### src/rtl/delta_ctrl.sv
// delta_ctrl: microcoded sequencer for the LSTM back-propagation delta unit.
// Walks a fixed 11-step select schedule once per timestep for a programmable
// number of timesteps, then drains one cycle and pulses done.
//
// Handshake: start is a level sampled only in IDLE (num_t captured in the
// same cycle); stall is a hold request honoured only in RUN/DRAIN, freezing
// step, t_idx and every select and masking all capture strobes while high.
module delta_ctrl #(
  parameter int TS_W  = 8,
  parameter int NSTEP = 11
) (
  input  logic            clk,
  input  logic            rst,
  input  logic            start,
  input  logic [TS_W-1:0] num_t,
  input  logic            stall,
  output logic            busy,
  output logic            done,
  output logic [TS_W-1:0] t_idx,
  output logic [3:0]      step,
  output logic [1:0]      sel_in1,
  output logic [1:0]      sel_in2,
  output logic            sel_in3,
  output logic [1:0]      sel_in4,
  output logic [2:0]      sel_in5,
  output logic [1:0]      sel_x1_1,
  output logic            sel_x1_2,
  output logic [1:0]      sel_x2_2,
  output logic            sel_as_1,
  output logic [1:0]      sel_as_2,
  output logic            sel_addsub,
  output logic [1:0]      sel_temp,
  output logic            sel_state,
  output logic            cap_dstate,
  output logic            cap_dot,
  output logic            cap_dat,
  output logic            cap_dit,
  output logic            cap_dft
);

  localparam logic [1:0] S_IDLE  = 2'd0;
  localparam logic [1:0] S_RUN   = 2'd1;
  localparam logic [1:0] S_DRAIN = 2'd2;
  localparam logic [1:0] S_DONE  = 2'd3;

  localparam logic [3:0] LAST_STEP  = 4'(NSTEP - 1);
  localparam logic [3:0] DRAIN_STEP = 4'(NSTEP);

  // One word carrying every datapath select of the delta unit.
  typedef struct packed {
    logic [1:0] in1;
    logic [1:0] in2;
    logic       in3;
    logic [1:0] in4;
    logic [2:0] in5;
    logic [1:0] x1_1;
    logic       x1_2;
    logic [1:0] x2_2;
    logic       as_1;
    logic [1:0] as_2;
    logic       addsub;
    logic [1:0] temp;
  } sel_t;

  // Microcode ROM: select word for each schedule step (drain and unused = 0).
  function automatic sel_t decode_sel(input logic [3:0] s);
    sel_t r;
    r = '0;
    case (s)
      4'd0: begin
        r.in4 = 2'd1;
      end
      4'd2: begin
        r.in1 = 2'd2; r.in2 = 2'd3; r.in4 = 2'd2; r.in5 = 3'd1;
        r.x2_2 = 2'd3; r.as_2 = 2'd3; r.addsub = 1'b1;
      end
      4'd3: begin
        r.in2 = 2'd2; r.in4 = 2'd2; r.in5 = 3'd4;
      end
      4'd4: begin
        r.x1_1 = 2'd1; r.x2_2 = 2'd2; r.temp = 2'd2;
      end
      4'd5: begin
        r.in3 = 1'b1; r.in4 = 2'd2; r.x2_2 = 2'd1; r.as_1 = 1'b1;
        r.as_2 = 2'd2; r.addsub = 1'b1; r.temp = 2'd1;
      end
      4'd6: begin
        r.in1 = 2'd1; r.in4 = 2'd2; r.in5 = 3'd2; r.x1_1 = 2'd2;
        r.as_2 = 2'd1; r.temp = 2'd2;
      end
      4'd7: begin
        r.in2 = 2'd1; r.in4 = 2'd2; r.in5 = 3'd3; r.x1_2 = 1'b1;
        r.x2_2 = 2'd2; r.temp = 2'd2;
      end
      4'd8: begin
        r.in1 = 2'd3; r.in4 = 2'd2; r.in5 = 3'd3; r.x1_1 = 2'd2;
        r.x2_2 = 2'd1; r.temp = 2'd2;
      end
      4'd9: begin
        r.x1_2 = 1'b1; r.temp = 2'd2;
      end
      4'd10: begin
        r.x2_2 = 2'd1; r.temp = 2'd2;
      end
      default: r = '0;
    endcase
    return r;
  endfunction

  // Registered state (state is kept as a named signal for checker binding).
  logic [1:0]      state;
  logic [3:0]      step_q;
  logic [TS_W-1:0] t_idx_q;
  logic [TS_W-1:0] num_q;
  logic            busy_q;
  logic            done_q;
  logic            sel_state_q;
  sel_t            sel_q;

  // Next-state values.
  logic [1:0]      state_n;
  logic [3:0]      step_n;
  logic [TS_W-1:0] t_idx_n;
  logic [TS_W-1:0] num_n;
  logic [TS_W:0]   t_plus1;
  logic            more_ts;
  sel_t            sel_n;
  logic            sel_state_n;

  // One extra bit so t_idx+1 compares correctly at the top of the range.
  assign t_plus1 = {1'b0, t_idx_q} + {{TS_W{1'b0}}, 1'b1};
  assign more_ts = t_plus1 < {1'b0, num_q};

  // Sequencer next-state: step/timestep advance, reload and drain.
  always_comb begin
    state_n = state;
    step_n  = step_q;
    t_idx_n = t_idx_q;
    num_n   = num_q;
    case (state)
      S_IDLE: begin
        step_n  = 4'd0;
        t_idx_n = '0;
        if (start) begin
          if (num_t != '0) begin
            num_n   = num_t;
            state_n = S_RUN;
          end else begin
            state_n = S_DONE;
          end
        end
      end
      S_RUN: begin
        if (!stall) begin
          if (step_q == LAST_STEP) begin
            if (more_ts) begin
              step_n  = 4'd0;
              t_idx_n = t_plus1[TS_W-1:0];
            end else begin
              state_n = S_DRAIN;
              step_n  = DRAIN_STEP;
            end
          end else begin
            step_n = step_q + 4'd1;
          end
        end
      end
      S_DRAIN: begin
        if (!stall) begin
          state_n = S_DONE;
          step_n  = 4'd0;
          t_idx_n = '0;
        end
      end
      S_DONE: begin
        state_n = S_IDLE;
        step_n  = 4'd0;
        t_idx_n = '0;
      end
      default: begin
        state_n = S_IDLE;
        step_n  = 4'd0;
        t_idx_n = '0;
      end
    endcase
  end

  // Selects are decoded from the next step so they line up with step itself.
  always_comb begin
    sel_n       = '0;
    sel_state_n = 1'b0;
    if (state_n == S_RUN) begin
      sel_n       = decode_sel(step_n);
      sel_state_n = (step_n >= 4'd7) && (step_n <= LAST_STEP);
    end
  end

  // State, counters and registered outputs; reset clears everything at once.
  always_ff @(posedge clk or posedge rst) begin
    if (rst) begin
      state       <= S_IDLE;
      step_q      <= 4'd0;
      t_idx_q     <= '0;
      num_q       <= '0;
      busy_q      <= 1'b0;
      done_q      <= 1'b0;
      sel_state_q <= 1'b0;
      sel_q       <= '0;
    end else begin
      state       <= state_n;
      step_q      <= step_n;
      t_idx_q     <= t_idx_n;
      num_q       <= num_n;
      busy_q      <= (state_n == S_RUN) || (state_n == S_DRAIN);
      done_q      <= (state_n == S_DONE);
      sel_state_q <= sel_state_n;
      sel_q       <= sel_n;
    end
  end

  logic in_run;
  logic in_drain;
  assign in_run   = (state == S_RUN);
  assign in_drain = (state == S_DRAIN);

  // Capture strobes: combinational from the registered step, masked by stall.
  always_comb begin
    cap_dstate = 1'b0;
    cap_dot    = 1'b0;
    cap_dat    = 1'b0;
    cap_dit    = 1'b0;
    cap_dft    = 1'b0;
    if (!stall) begin
      cap_dstate = in_run && (step_q == 4'd6);
      cap_dot    = in_run && (step_q == 4'd7);
      cap_dat    = in_run && (step_q == 4'd9);
      cap_dit    = in_run && (step_q == LAST_STEP);
      cap_dft    = (in_run && (step_q == 4'd0) && (t_idx_q != '0)) || in_drain;
    end
  end

  assign busy       = busy_q;
  assign done       = done_q;
  assign t_idx      = t_idx_q;
  assign step       = step_q;
  assign sel_state  = sel_state_q;
  assign sel_in1    = sel_q.in1;
  assign sel_in2    = sel_q.in2;
  assign sel_in3    = sel_q.in3;
  assign sel_in4    = sel_q.in4;
  assign sel_in5    = sel_q.in5;
  assign sel_x1_1   = sel_q.x1_1;
  assign sel_x1_2   = sel_q.x1_2;
  assign sel_x2_2   = sel_q.x2_2;
  assign sel_as_1   = sel_q.as_1;
  assign sel_as_2   = sel_q.as_2;
  assign sel_addsub = sel_q.addsub;
  assign sel_temp   = sel_q.temp;

endmodule

### config.mk
export PLATFORM = sky130hd
export DESIGN_NAME = delta_ctrl
export DESIGN_NICKNAME = d
export VERILOG_FILES = /design/src/rtl/delta_ctrl.sv
export SDC_FILE = /design/constraint.sdc
export NUM_CORES = 1
export LEC_CHECK = 0
export ABC_AREA = 1
export BUFFER_PORTS_ARGS = -buffer_cell sky130_fd_sc_hd__buf_2
export CAP_MARGIN = 40
export CORE_UTILIZATION = 25
export DETAILED_ROUTE_END_ITERATION = 10
export HOLD_SLACK_MARGIN = 0.08
export PLACE_DENSITY = 0.46
export RECOVER_POWER = 25
export SLEW_MARGIN = 20
export SYNTH_ARGS = -nofsm -noshare
export SYNTH_HDL_FRONTEND = slang
export SYNTH_SLANG_ARGS = --single-unit
export TNS_END_PERCENT = 20
### constraint.sdc
create_clock -name clk -period 6.41 [get_ports clk]
set_input_delay 0.641 -clock clk [delete_from_list [all_inputs] [get_ports clk]]
set_output_delay 0.641 -clock clk [all_outputs]
set_load 0.01 [all_outputs]
==> reports/metrics.yaml <==
critical_path:
  critPathLaunchType: "register"
  reg2reg_depth: 19
  crit_required_ns: 6.60
  critPathCaptureType: "register"
  crit_arrival_ns: 3.40
  minimum_setup_slack_among_reg_to_reg_paths_ns: 3.19
  critical_path.reg2reg.startpoint: "t_idx[2]"
  worst-path-max-fanout: 7
  end_of_the_worst_register_to_register_path: "sel_in4[1]"
  timing_worst_setup_path_type: "reg2reg"
cells_and_area:
  fillers: 987
  layout-drive-gt1-share_pct: 28.6
  finish.instance_area_mm2: 0.00287
  final_nets: 365
  areaGrowthSynthToFinish_pct: 21.0
  diodes: 0
timing:
  final-setup-viol-count: 0
  finalCritPeriodShare_pct: 50.2
  grt_setup_unrepaired: "no"
  worst_slew_margin_rel_pct: -60.1
  tightest_slew_ns: 2.40
  fin_setup_tns_ns: 0
  fin_skew_ns: 0.00507
  drv_slew: 45
  timing.final.crit_period_ns: 3.22
  final_hold_viol_count: 0
  fmax_ghz: 0.311
cts:
  cts_max_level: 2
  post_cts_resized: 0
  clk-insertion-delay-late_ns: 0.31
  tritoncts.num_buffers: 5
  cts_tree: "done"
  clock_tree.root_cell: "sky130_fd_sc_hd__clkbuf_8"
  cts.clk_slew.worst_paths_ns: 0.09
  cts_hold_repair.buffers: 0
  clkSinkCount: 44
  post-cts-setup-buffer-count: 0
  clk_path_buf_depth: 2
yosys:
  ys_warn_count: 0
  synth_area_per_cell_um2: 8.44
  ys_seq_elements: 44
  post_synth_instance_area_mm2: 0.00237
  netlist_instances: 281
  synth_nets: 308
  ys_types: 27
  seq_area_frac_synth_pct: 46.4
floorplanning:
  dieHeight_um: 99.4
  floorplan.die_area_mm2: 0.00988
  boundaryPins: 53
  fp.coreArea_mm2: 0.00920
  die_width_um: 99.4
  std_cell_rows: 35
  initial_core_util_pct: 25.8
placement:
  postPlaceCellArea_mm2: 0.00276
  gp_congestion: 0.822
  port_buffers: 52
  dp_hpwl_um: 4270
drt:
  average_wire_per_standard_cell_um: 12.0
  dr.pass1.iters: 4
  drtIter0Drc: 86
  antenna_left: 0
  num_vias: 1915
  remaining_drc_errors: 0
  avgViaCountPerCell: 4.26
  drt-total-wl_um: 5420
global_route:
  vias_in_the_first_global_route: 1874
  grt_antenna_before_repair: 0
  wire_length_of_the_first_global_routing_pass_um: 9060
  grt.total_usage_pct: 11.7
  grt-ovfl-total: 0
  grt_start_max_net_pins: 45
pwr:
  internal_power_mw: 0.653
  cellLeakagePower_nw: 1.71
  powerDensity_mw_per_mm2: 390
  sw_frac_of_total_pct: 41.6
  pwr-share-seq_pct: 37.4
  net-switching-power_mw: 0.465
  max-vdd-ir-drop_mv: 0.118
  combPwrFrac_pct: 42.7
  p_clk_share_pct: 19.9
  finalPower_mw: 1.12
hold_path:
  worst_hold_path_type: "reg2reg"
  worst_hold_path.endpoint: "num_q[3]"
  hold_path.startpoint: "num_q[3]"
  min_path_cells: 2
status:
  run_status: "finished with violations"
  violations: "capacitance limit, slew limit"
flow_run:
  drv.max_cap_violation_count: 1
-- worst max path at each step --
stage | from | end | depth (start not counted) | slack, ns
CTS | t_idx[2] | sel_in4[1] | 19 | 3.17
finish | t_idx[2] | sel_in4[1] | 19 | 3.19
global placement | t_idx[2] | sel_in4[1] | 19 | 3.21
floorplan | t_idx[2] | sel_in4[1] | 19 | 3.50
detailed placement | t_idx[2] | sel_in4[1] | 19 | 3.20
global route | t_idx[2] | sel_in4[1] | 22 | 2.83
-- synthesized netlist by cell type, drive strengths merged --
cell	number	area share, %
nand4	6	1.6
nor4	2	0.53
nor3	1	0.21
xor2	8	3.0
inv	52	8.2
nand3b	1	0.47
buf	3	0.84
dfrtp	44	46
o31ai	1	0.32
nand3	22	5.3
ha	15	7.9
a21oi	6	1.3
o22ai	1	0.53
nand2	72	13
or2	1	0.26
nor2	33	6.7
o21ai	13	3.5
-- layout make-up --
class	instances	area [µm²]	area share, %
tap	111	139	4.84
inverter	52	195	6.80
sequential	44	1100	38.4
clock buffer	5	68.8	2.40
multi-input combinational	182	1060	36.8
timing repair buffer	53	264	9.20
clock inverter	3	46.3	1.61
-- cell usage in the layout (no fill, tap or decap), types with 9 or more instances in the layout --
cell type / synthesis / routed
sky130_fd_sc_hd__nand2_1: 61 / 61
sky130_fd_sc_hd__ha_1: 15 / 15
sky130_fd_sc_hd__nand3_1: 19 / 19
sky130_fd_sc_hd__buf_2: 1 / 52
sky130_fd_sc_hd__dfrtp_1: 44 / 44
sky130_fd_sc_hd__nand2_2: 9 / 9
sky130_fd_sc_hd__nor2_1: 23 / 23
sky130_fd_sc_hd__o21ai_0: 9 / 9
sky130_fd_sc_hd__inv_1: 45 / 44
-- registers in the layout, indices dropped and copies added, names as in the netlist --
register    count
sel_state       1
busy            1
sel_as_2        2
sel_temp        2
step            4
sel_x2_2        2
sel_addsub      1
sel_in1         2
sel_x1_2        1
sel_in5         3
t_idx           8
sel_x1_1        2
num_q           8
sel_in4         2
sel_in2         2
state           2
done            1
-- per-layer routing --
metal  vias up  GRT usage, %  wire length (µm)
li1        982             -                 -
met1       890          16.3              2750
met2        35          18.1              2400
met3         8          2.11               190
met4         0          4.64                84
met5         -             0                 0
-- through the flow --
| stage | cells | hold WS (ns) | util, % | setup WS, ns |
|---|---|---|---|---|
| after floorplan | 281 | 0.442 | - | 3.50 |
| after global placement | 442 | 0.459 | 30.0 | 3.21 |
| after detailed placement | 442 | 0.467 | 30.0 | 3.20 |
| after CTS | 450 | 0.490 | 31.3 | 3.17 |
| after global routing | 450 | 0.510 | 31.2 | 2.83 |
| final | 450 | 0.486 | 31.2 | 3.19 |
-- power by group through the flow --
stage	clock network (mW)	registers, mW	logic, mW
6_report	0.222	0.418	0.478
5_1_grt	0.238	0.430	0.546
4_1_cts	0.229	0.420	0.486
3_5_place_dp	0	0.426	0.482
3_3_place_gp	0	0.423	0.483
2_1_floorplan	0	0.446	0.306
-- kinds of logic (layout without fill, tap and decap cells) --
family | count (synthesis) | count (layout) | synth area share, %
buf+inv | 55 | 113 | 9.07
compound gates | 21 | 21 | 5.64
simple gates | 138 | 138 | 28.0
fa+ha+maj | 15 | 15 | 7.91
xor+xnor | 8 | 8 | 2.95
flops | 44 | 44 | 46.4
-- worst max-delay path, stage by stage, from the launching register on --
cell	delay (ns)
sky130_fd_sc_hd__dfrtp_1	0.49
sky130_fd_sc_hd__nand4_1	0.15
sky130_fd_sc_hd__or2_2	0.30
sky130_fd_sc_hd__xor2_1	0.17
sky130_fd_sc_hd__inv_1	0.07
sky130_fd_sc_hd__ha_1	0.27
sky130_fd_sc_hd__inv_1	0.04
sky130_fd_sc_hd__nor2_1	0.09
sky130_fd_sc_hd__nand2_1	0.07
sky130_fd_sc_hd__nand2_2	0.09
sky130_fd_sc_hd__inv_1	0.11
sky130_fd_sc_hd__o31ai_1	0.20
sky130_fd_sc_hd__nand3_1	0.17
sky130_fd_sc_hd__ha_1	0.29
sky130_fd_sc_hd__inv_1	0.13
sky130_fd_sc_hd__nor2_2	0.06
sky130_fd_sc_hd__nand3_2	0.10
sky130_fd_sc_hd__nor2_2	0.05
sky130_fd_sc_hd__nor2_2	0.17
sky130_fd_sc_hd__nand3_1	0.09
(Power assumes the default switching activity.)
